==> src/rtl/mem_access_ctrl_if.sv <==
// Bundles the three sides of the memory access controller into one interface:
//   - the pipeline request channel (req_*)
//   - the pipeline response channel (resp_*)
//   - the RAM port (ram_*)
// The slave modport is the controller's view. The master modport is the
// environment's view: the pipeline stage plus the RAM.
interface mem_access_ctrl_if;

    // Pipeline request channel
    logic        req_valid;
    logic        req_ready;
    logic        req_write;
    logic        req_word;
    logic        req_sign;
    logic [31:0] req_addr;
    logic [31:0] req_wdata;

    // Pipeline response channel
    logic        resp_valid;
    logic        resp_ready;
    logic [31:0] resp_rdata;
    logic        resp_err;

    // RAM port (ram_rdata is registered inside the RAM)
    logic        ram_read;
    logic        ram_write;
    logic        ram_word;
    logic        ram_sign;
    logic [31:0] ram_addr;
    logic [31:0] ram_wdata;
    logic [31:0] ram_rdata;

    modport slave (
        input  req_valid,
        input  req_write,
        input  req_word,
        input  req_sign,
        input  req_addr,
        input  req_wdata,
        input  resp_ready,
        input  ram_rdata,
        output req_ready,
        output resp_valid,
        output resp_rdata,
        output resp_err,
        output ram_read,
        output ram_write,
        output ram_word,
        output ram_sign,
        output ram_addr,
        output ram_wdata
    );

    modport master (
        output req_valid,
        output req_write,
        output req_word,
        output req_sign,
        output req_addr,
        output req_wdata,
        output resp_ready,
        output ram_rdata,
        input  req_ready,
        input  resp_valid,
        input  resp_rdata,
        input  resp_err,
        input  ram_read,
        input  ram_write,
        input  ram_word,
        input  ram_sign,
        input  ram_addr,
        input  ram_wdata
    );

endinterface

==> src/rtl/mem_access_ctrl.sv <==
// Memory access controller between a pipeline MEM stage and a word-wide RAM.
//
// Behaviour:
//   - Accepts one load or store at a time.
//   - Every RAM read is a full word. Half-word load formatting is done here.
//   - Half-word stores use a read-modify-write sequence: read the word, merge
//     the new low half, then write the word back.
//   - The response is held until the pipeline consumes it.
//
// Optional feature: MISALIGN_CHECK_EN.
//   - When defined, misaligned accesses bypass the RAM and respond
//     immediately with resp_err set.
//   - When undefined, resp_err is tied low and misaligned addresses are
//     passed to the RAM unchanged.
module mem_access_ctrl (
    input  logic              clk,
    input  logic              rst_n,
    mem_access_ctrl_if.slave  bus
);

    typedef enum logic [2:0] {
        IDLE    = 3'd0,
        LD      = 3'd1,
        LD_CAP  = 3'd2,
        RMW_RD  = 3'd3,
        RMW_CAP = 3'd4,
        ST      = 3'd5,
        RESP    = 3'd6
    } state_t;

    state_t      state;
    state_t      state_nxt;

    // Request fields captured at the accept edge
    logic [31:0] addr_q;
    logic [31:0] wdata_q;
    logic        write_q;
    logic        word_q;
    logic        sign_q;

    // Word to write back for a half store, and the registered response data
    logic [31:0] merge_q;
    logic [31:0] rdata_q;

    logic        accept;
    logic        misalign;

    // Decoded from the registered state only (before the reset gate)
    logic        req_ready_c;
    logic        resp_valid_c;
    logic        ram_read_c;
    logic        ram_write_c;

    // Format a full RAM word as load data: the whole word, or the low half
    // sign- or zero-extended.
    function automatic logic [31:0] fmt_load(input logic [31:0] raw,
                                             input logic        word,
                                             input logic        sign);
        logic signed [15:0] half_s;
        logic signed [31:0] half_ext;
        half_s   = raw[15:0];
        half_ext = half_s;
        if (word)
            return raw;
        else if (sign)
            return half_ext;
        else
            return {16'd0, raw[15:0]};
    endfunction

    // Replace the low half of the stored word with the new store half.
    function automatic logic [31:0] merge_half(input logic [31:0] raw,
                                               input logic [15:0] half);
        return {raw[31:16], half};
    endfunction

    assign accept = bus.req_valid && (state == IDLE);

`ifdef MISALIGN_CHECK_EN
    logic err_q;

    // A word access needs addr[1:0] == 0; a half access needs addr[0] == 0
    assign misalign = bus.req_word ? (bus.req_addr[1:0] != 2'b00)
                                   : bus.req_addr[0];

    // The error flag is decided once, at acceptance, and held through RESP
    always_ff @(posedge clk) begin
        if (!rst_n)
            err_q <= 1'b0;
        else if (accept)
            err_q <= misalign;
    end

    assign bus.resp_err = err_q;
`else
    assign misalign     = 1'b0;
    assign bus.resp_err = 1'b0;
`endif

    // State register
    always_ff @(posedge clk) begin
        if (!rst_n)
            state <= IDLE;
        else
            state <= state_nxt;
    end

    // Next-state logic and per-state output decode
    always_comb begin
        state_nxt    = state;
        req_ready_c  = 1'b0;
        resp_valid_c = 1'b0;
        ram_read_c   = 1'b0;
        ram_write_c  = 1'b0;

        case (state)
            IDLE: begin
                req_ready_c = 1'b1;
                if (bus.req_valid) begin
                    if (misalign)
                        state_nxt = RESP;
                    else if (!bus.req_write)
                        state_nxt = LD;
                    else if (bus.req_word)
                        state_nxt = ST;
                    else
                        state_nxt = RMW_RD;
                end
            end

            LD: begin
                ram_read_c = 1'b1;
                state_nxt  = LD_CAP;
            end

            LD_CAP: begin
                state_nxt = RESP;
            end

            RMW_RD: begin
                ram_read_c = 1'b1;
                state_nxt  = RMW_CAP;
            end

            RMW_CAP: begin
                state_nxt = ST;
            end

            ST: begin
                ram_write_c = 1'b1;
                state_nxt   = RESP;
            end

            RESP: begin
                resp_valid_c = 1'b1;
                if (bus.resp_ready)
                    state_nxt = IDLE;
            end

            default: begin
                state_nxt = IDLE;
            end
        endcase
    end

    // Latch the request at acceptance and capture RAM data in the capture
    // states. resp_rdata is cleared at acceptance, so stores and misaligned
    // accesses respond with zero.
    always_ff @(posedge clk) begin
        if (!rst_n) begin
            addr_q  <= 32'd0;
            wdata_q <= 32'd0;
            write_q <= 1'b0;
            word_q  <= 1'b0;
            sign_q  <= 1'b0;
            merge_q <= 32'd0;
            rdata_q <= 32'd0;
        end else begin
            if (accept) begin
                addr_q  <= bus.req_addr;
                wdata_q <= bus.req_wdata;
                write_q <= bus.req_write;
                word_q  <= bus.req_word;
                sign_q  <= bus.req_sign;
                merge_q <= 32'd0;
                rdata_q <= 32'd0;
            end

            if (state == LD_CAP && !write_q)
                rdata_q <= fmt_load(bus.ram_rdata, word_q, sign_q);

            if (state == RMW_CAP)
                merge_q <= merge_half(bus.ram_rdata, wdata_q[15:0]);
        end
    end

    assign bus.req_ready  = req_ready_c;
    assign bus.resp_valid = resp_valid_c;
    assign bus.resp_rdata = rdata_q;

    // RAM strobes are gated by reset directly, so a reset arriving mid-access
    // never reaches the RAM.
    assign bus.ram_read  = ram_read_c  && rst_n;
    assign bus.ram_write = ram_write_c && rst_n;
    assign bus.ram_word  = 1'b1;
    assign bus.ram_sign  = 1'b0;
    assign bus.ram_addr  = addr_q;
    assign bus.ram_wdata = word_q ? wdata_q : merge_q;

endmodule

==> src/flat_wrapper.sv <==
// flat-port wrapper written by rule: the top's interface ports become plain ports
module mem_access_ctrl_flat 
  (clk, rst_n, bus_req_valid, bus_req_write, bus_req_word, bus_req_sign, bus_req_addr, bus_req_wdata, bus_resp_ready, bus_ram_rdata, bus_req_ready, bus_resp_valid, bus_resp_rdata, bus_resp_err, bus_ram_read, bus_ram_write, bus_ram_word, bus_ram_sign, bus_ram_addr, bus_ram_wdata);
  mem_access_ctrl_if bus_i ();
  input  logic clk;
  input  logic rst_n;
  input wire logic [$bits(bus_i.req_valid)-1:0] bus_req_valid;
  input wire logic [$bits(bus_i.req_write)-1:0] bus_req_write;
  input wire logic [$bits(bus_i.req_word)-1:0] bus_req_word;
  input wire logic [$bits(bus_i.req_sign)-1:0] bus_req_sign;
  input wire logic [$bits(bus_i.req_addr)-1:0] bus_req_addr;
  input wire logic [$bits(bus_i.req_wdata)-1:0] bus_req_wdata;
  input wire logic [$bits(bus_i.resp_ready)-1:0] bus_resp_ready;
  input wire logic [$bits(bus_i.ram_rdata)-1:0] bus_ram_rdata;
  output wire logic [$bits(bus_i.req_ready)-1:0] bus_req_ready;
  output wire logic [$bits(bus_i.resp_valid)-1:0] bus_resp_valid;
  output wire logic [$bits(bus_i.resp_rdata)-1:0] bus_resp_rdata;
  output wire logic [$bits(bus_i.resp_err)-1:0] bus_resp_err;
  output wire logic [$bits(bus_i.ram_read)-1:0] bus_ram_read;
  output wire logic [$bits(bus_i.ram_write)-1:0] bus_ram_write;
  output wire logic [$bits(bus_i.ram_word)-1:0] bus_ram_word;
  output wire logic [$bits(bus_i.ram_sign)-1:0] bus_ram_sign;
  output wire logic [$bits(bus_i.ram_addr)-1:0] bus_ram_addr;
  output wire logic [$bits(bus_i.ram_wdata)-1:0] bus_ram_wdata;
  assign bus_i.req_valid = bus_req_valid;
  assign bus_i.req_write = bus_req_write;
  assign bus_i.req_word = bus_req_word;
  assign bus_i.req_sign = bus_req_sign;
  assign bus_i.req_addr = bus_req_addr;
  assign bus_i.req_wdata = bus_req_wdata;
  assign bus_i.resp_ready = bus_resp_ready;
  assign bus_i.ram_rdata = bus_ram_rdata;
  assign bus_req_ready = bus_i.req_ready;
  assign bus_resp_valid = bus_i.resp_valid;
  assign bus_resp_rdata = bus_i.resp_rdata;
  assign bus_resp_err = bus_i.resp_err;
  assign bus_ram_read = bus_i.ram_read;
  assign bus_ram_write = bus_i.ram_write;
  assign bus_ram_word = bus_i.ram_word;
  assign bus_ram_sign = bus_i.ram_sign;
  assign bus_ram_addr = bus_i.ram_addr;
  assign bus_ram_wdata = bus_i.ram_wdata;
  mem_access_ctrl u_core (.clk(clk), .rst_n(rst_n), .bus(bus_i));
endmodule
==> config.mk <==
export PLATFORM = sky130hd
export DESIGN_NAME = mem_access_ctrl_flat
export DESIGN_NICKNAME = d
export VERILOG_FILES = /design/src/rtl/mem_access_ctrl_if.sv /design/src/rtl/mem_access_ctrl.sv /design/src/flat_wrapper.sv
export SDC_FILE = /design/constraint.sdc
export NUM_CORES = 1
export LEC_CHECK = 0
export ABC_AREA = 1
export ABC_CLOCK_PERIOD_IN_PS = 1200
export BUFFER_PORTS_ARGS = -buffer_cell sky130_fd_sc_hd__buf_4
export CORE_MARGIN = 3
export CORE_UTILIZATION = 30
export DETAILED_ROUTE_END_ITERATION = 8
export GPL_TIMING_DRIVEN = 1
export PLACE_DENSITY = 0.63
export SETUP_SLACK_MARGIN = 0.4
export SYNTH_ARGS = -nofsm -noshare
export SYNTH_HDL_FRONTEND = slang
export SYNTH_SLANG_ARGS = --single-unit
==> constraint.sdc <==
create_clock -name clk -period 1.2 [get_ports clk]
set_input_delay 0 -clock clk [delete_from_list [all_inputs] [get_ports clk]]
set_output_delay 0 -clock clk [all_outputs]
set_load 0.01 [all_outputs]
After elaboration in Yosys (flattened, before gate mapping):

Cells that the tools add are included.
W data, S select, Z words.

* equality and inequality tests: 8
* multiplexer cells: 15
* reductions and logical operators: 11

Operators with widths (count)
* $mux W32: 6
* $pmux W3 S6: 1
* $mux W3: 4
* $eq A3 B3 Y1 const B: 3
* $eq A3 B2 Y1 const B: 2
* $logic_and A1 B1 Y1: 4
* $mux W1: 4
* $ne A2 B2 Y1 const B: 2
* $reduce_bool A2 Y1: 2
* $reduce_or A2 Y1: 2
* $eq A3 B1 Y1 const B: 1
* $logic_not A3 Y1: 1
* $reduce_and A2 Y1: 1
* $logic_not A1 Y1: 1

* register bits: 134
* output and inout port bits: 103
* logic and storage cells: 42

Logic depth before layout (Yosys ltp):

* depth in word-level cells: 4
* depth in mapped cells: 8

Worst setup path after synthesis:

No wires, ideal clock.

* path kind: register to register
* from: register u_core.state[1]
* to: register u_core.write_q
* setup time: 0.128 ns
* arrival: 1.142 ns
* data required time: 1.072 ns
* slack: -0.070 ns
* cell stages (with the launch flop): 8
* cells stage by stage: dfxtp_1 > buf_2 > nor2_2 > nand3_1 > buf_4 > buf_2 > o21ai_0 > nor2_1

* word-level cells in the longest chain between the ends: 2

Ends and longest elaborated chain
* start, declared: line mem_access_ctrl.sv:31 `state_t state;`
* start signal, assigned: line mem_access_ctrl.sv:105 `state <= state_nxt;`
* $logic_not A3 Y1: line mem_access_ctrl.sv:77 `assign accept = bus.req_valid && (state == IDLE);`
* $logic_and A1 B1 Y1: line mem_access_ctrl.sv:77
* end signal, assigned: line mem_access_ctrl.sv:182 `write_q <= bus.req_write;`
* end, declared: line mem_access_ctrl.sv:37 `logic write_q;`

No other way between the ends.
A chain may end at the register's enable or synchronous reset.

Worst setup path in the final report:

* from: register u_core.state[2]
* to: register u_core.merge_q[12]

* word-level cells in the longest chain between the ends: 3
* elaborated cells between the ends (all ways): 5
* those cells by class: eq/ne (1); mux (1); reduce/logical (3)

Ends and longest elaborated chain
* $logic_not A3 Y1: line mem_access_ctrl.sv:77
* $logic_and A1 B1 Y1: line mem_access_ctrl.sv:77
* $reduce_bool A2 Y1 (no line)
* end signal, assigned: line mem_access_ctrl.sv:193 `merge_q <= merge_half(bus.ram_rdata, wdata_q[15:0]);`
* end, declared: line mem_access_ctrl.sv:42 `logic [31:0] merge_q;`

Several ways; a longest one is shown, not always the timed one.

==> flow_summary.ini <==
[setup_path]
startpoint_type = flop
critical_path_arrival_ns = 1.77
end_kind = flop
crit_required_ns = 1.53
setup.worst_path.class = reg2reg
rrSetupSlack_ns = -0.24
cp_max_fo = 8

[synthesis]
synth-edff-count = 0
ys.flop_type = dfxtp_1
async_flop_share_pct = 0
seq_area_frac_synth_pct = 48.3
synth_common_cells = 300 x nand2_1, 134 x dfxtp_1, 131 x a21oi_1, 103 x nand3_1, 41 x inv_1
synth_largest_area_cell = dfxtp_1
synth.top_cell.area_share_pct = 48.3
syn_inst = 796
yosysMostFrequentCell = nand2_1
synth.top_cells.by_area = dfxtp_1 48%, nand2_1 20%, a21oi_1 12%
syn_area_sq_um = 5550
ys_ff_latch = 134
syn_area_per_cell_sq_um = 6.98
yosys_warnings = 0
synthDistinctLibCells = 19

[floorplan]
core_sq_um = 18100
rows = 49
floorplan.initialDensity_pct = 30.7
num_io_pins = 206
die-area_sq_um = 20200
die_y_um = 142
die_w_um = 142

[route]
vias = 6954
routed_wl_um = 25900
drtIter0Drc = 412
drt_first_pass_iters = 5
via_per_inst = 4.96
antenna_left = 0
drc = 0
wl_per_cell_um = 18.5

[clock_tree]
cts_root_buf = clkbuf_16
clk_latency_ns = 0.41
cts_tree = yes
cts_sinks = 134
clock_path_buffers = 2
clk_pin_slew_ns = 0.06
htreeDepth = 4
numCtsBuffers = 17

[global_routing]
grt_use_total_pct = 20.2
first_global_vias = 6390
grt_antenna_before_repair = 0
grt-ovfl-total = 0
grt_pass1_wl_um = 32700
grt_max_degree = 41

[cells_and_area]
final_util_pct = 65.3
fill_cells = 1320
syn_to_final_growth_pct = 113
diodes = 0
drive_above_1_share_pct = 53.2
final_cells = 1401
nNetsFinal = 1262

[status]
status = finished with violations
violations = negative setup slack

[sta]
drv_slew = 0
setup_viol = 169
fin_skew_ns = 0.00945
period_needed_ns = 1.44
rsz0062_at_grt = true
hold_viol = 0
period_share_pct = 120
hold_ws_ns = 0.144
timing.fmax_mhz = 695
setup_slack_ns = -0.239

[power_and_ir_drop]
leakage_nw = 5.17
combPwrFrac_pct = 39.8
sw_frac_of_total_pct = 32.6
clockPowerShare_pct = 30.0
ir_worst_vdd_uv = 1020
power.density_nw_per_um2 = 1490
switchingPower_mw = 5.76
pwr-share-seq_pct = 30.2
p_int_mw = 11.9

[placed_design]
portBuffers = 202
numPlacedInstances = 1200
dp_hpwl_um = 12600
place_ws_ns = -0.0660
place.gp.congestion = 0.800

[flow_run]
cap_violations = 0

[worst_hold_path]
hp-class = in2reg
[path summary, 6_finish.rpt]
kind | end | depth (start not counted) | from
worst max-delay path | u_core.merge_q[12] | 7 | u_core.state[2]
worst min-delay path | u_core.state[1] | 5 | bus_req_valid
worst max register to register | u_core.merge_q[12] | 7 | u_core.state[2]
worst min register to register | u_core.wdata_q[29] | 2 | u_core.wdata_q[29]
[power groups by stage]
stage / combinational, mW / clock [mW] / sequential (mW)
2_1_floorplan: 1.97 / 0 / 5.27
3_3_place_gp: 3.65 / 0 / 5.22
3_5_place_dp: 3.65 / 0 / 5.23
4_1_cts: 4.77 / 5.33 / 5.14
5_1_grt: 7.37 / 5.56 / 5.37
6_report: 7.01 / 5.30 / 5.33
[cells by family (layout without fill, tap and decap cells)]
family                 Yosys count  count (layout)  share of synthesized area (%)
DFF                            134             134                           48.3
AOI/OAI and AO/OA              134             134                           12.2
buffers and inverters          109             484                           8.61
and+or+nand+nor                417             417                           30.8
other                            2               3                          0.135
[per-stage QoR]
stage,area [sq um],setup TNS (ns),total power [mW]
2_1_floorplan,5670,0,7.24
3_3_place_gp,7590,-2.67,8.87
3_5_place_dp,7590,-3.66,8.88
4_1_cts,9860,-13.83,15.2
5_1_grt,11800,-29.86,18.3
6_report,11800,-20.89,17.6
[cells in the final DEF, fill, tap and decap left out, types with 8 or more instances in the layout]
cell and n:
a21oi_1 66, a21oi_2 65, buf_12 24, buf_16 8, buf_4 144, buf_6 110
clkbuf_16 31, dfxtp_1 66, dfxtp_2 63, dlygate4sd3_1 105, inv_1 38, nand2_1 188
nand2_2 61, nand2_4 51, nand3_1 71, nand3_2 21, nand3_4 11
[layer usage]
layer	up-vias	wire, um	global-route usage [%]
li1	3302	-	-
met5	-	0	0
met1	3337	10800	25.7
met4	0	437	6.21
met2	269	13100	33.1
met3	46	1620	5.81
[layout make-up]
class / count / area [sq um] / share of cell area, %
clock buffer: 23 / 458 / 3.88
clock inverter: 9 / 126 / 1.07
inverter: 44 / 183 / 1.55
multi-input combinational: 554 / 3490 / 29.5
sequential: 134 / 2780 / 23.6
tap: 229 / 287 / 2.43
timing repair buffer: 408 / 4480 / 38.0
[flip-flops by register name (all words and copies together), names as in the netlist]
name,count
u_core.state,3
u_core.bus.ram_addr,32
u_core.wdata_q,32
u_core.write_q,1
u_core.bus.resp_rdata,32
u_core.merge_q,32
u_core.sign_q,1
u_core.word_q,1
[worst max-delay path: stages (launching register included)]
cell,delay [ns]
dfxtp_4,0.36
buf_4,0.15
buf_4,0.14
o21ai_4,0.14
buf_12,0.16
buf_12,0.16
nand2_1,0.07
a21oi_2,0.18
[timing repair]
item,CTS,global route
gates resized for setup,98,388
setup endpoints to repair,234,234
hold buffers,101,4
setup buffers,15,24
endpoints found under the hold margin,102,3
pin swaps,19,52
gates cloned,8,17
(Power assumes the default switching activity.)
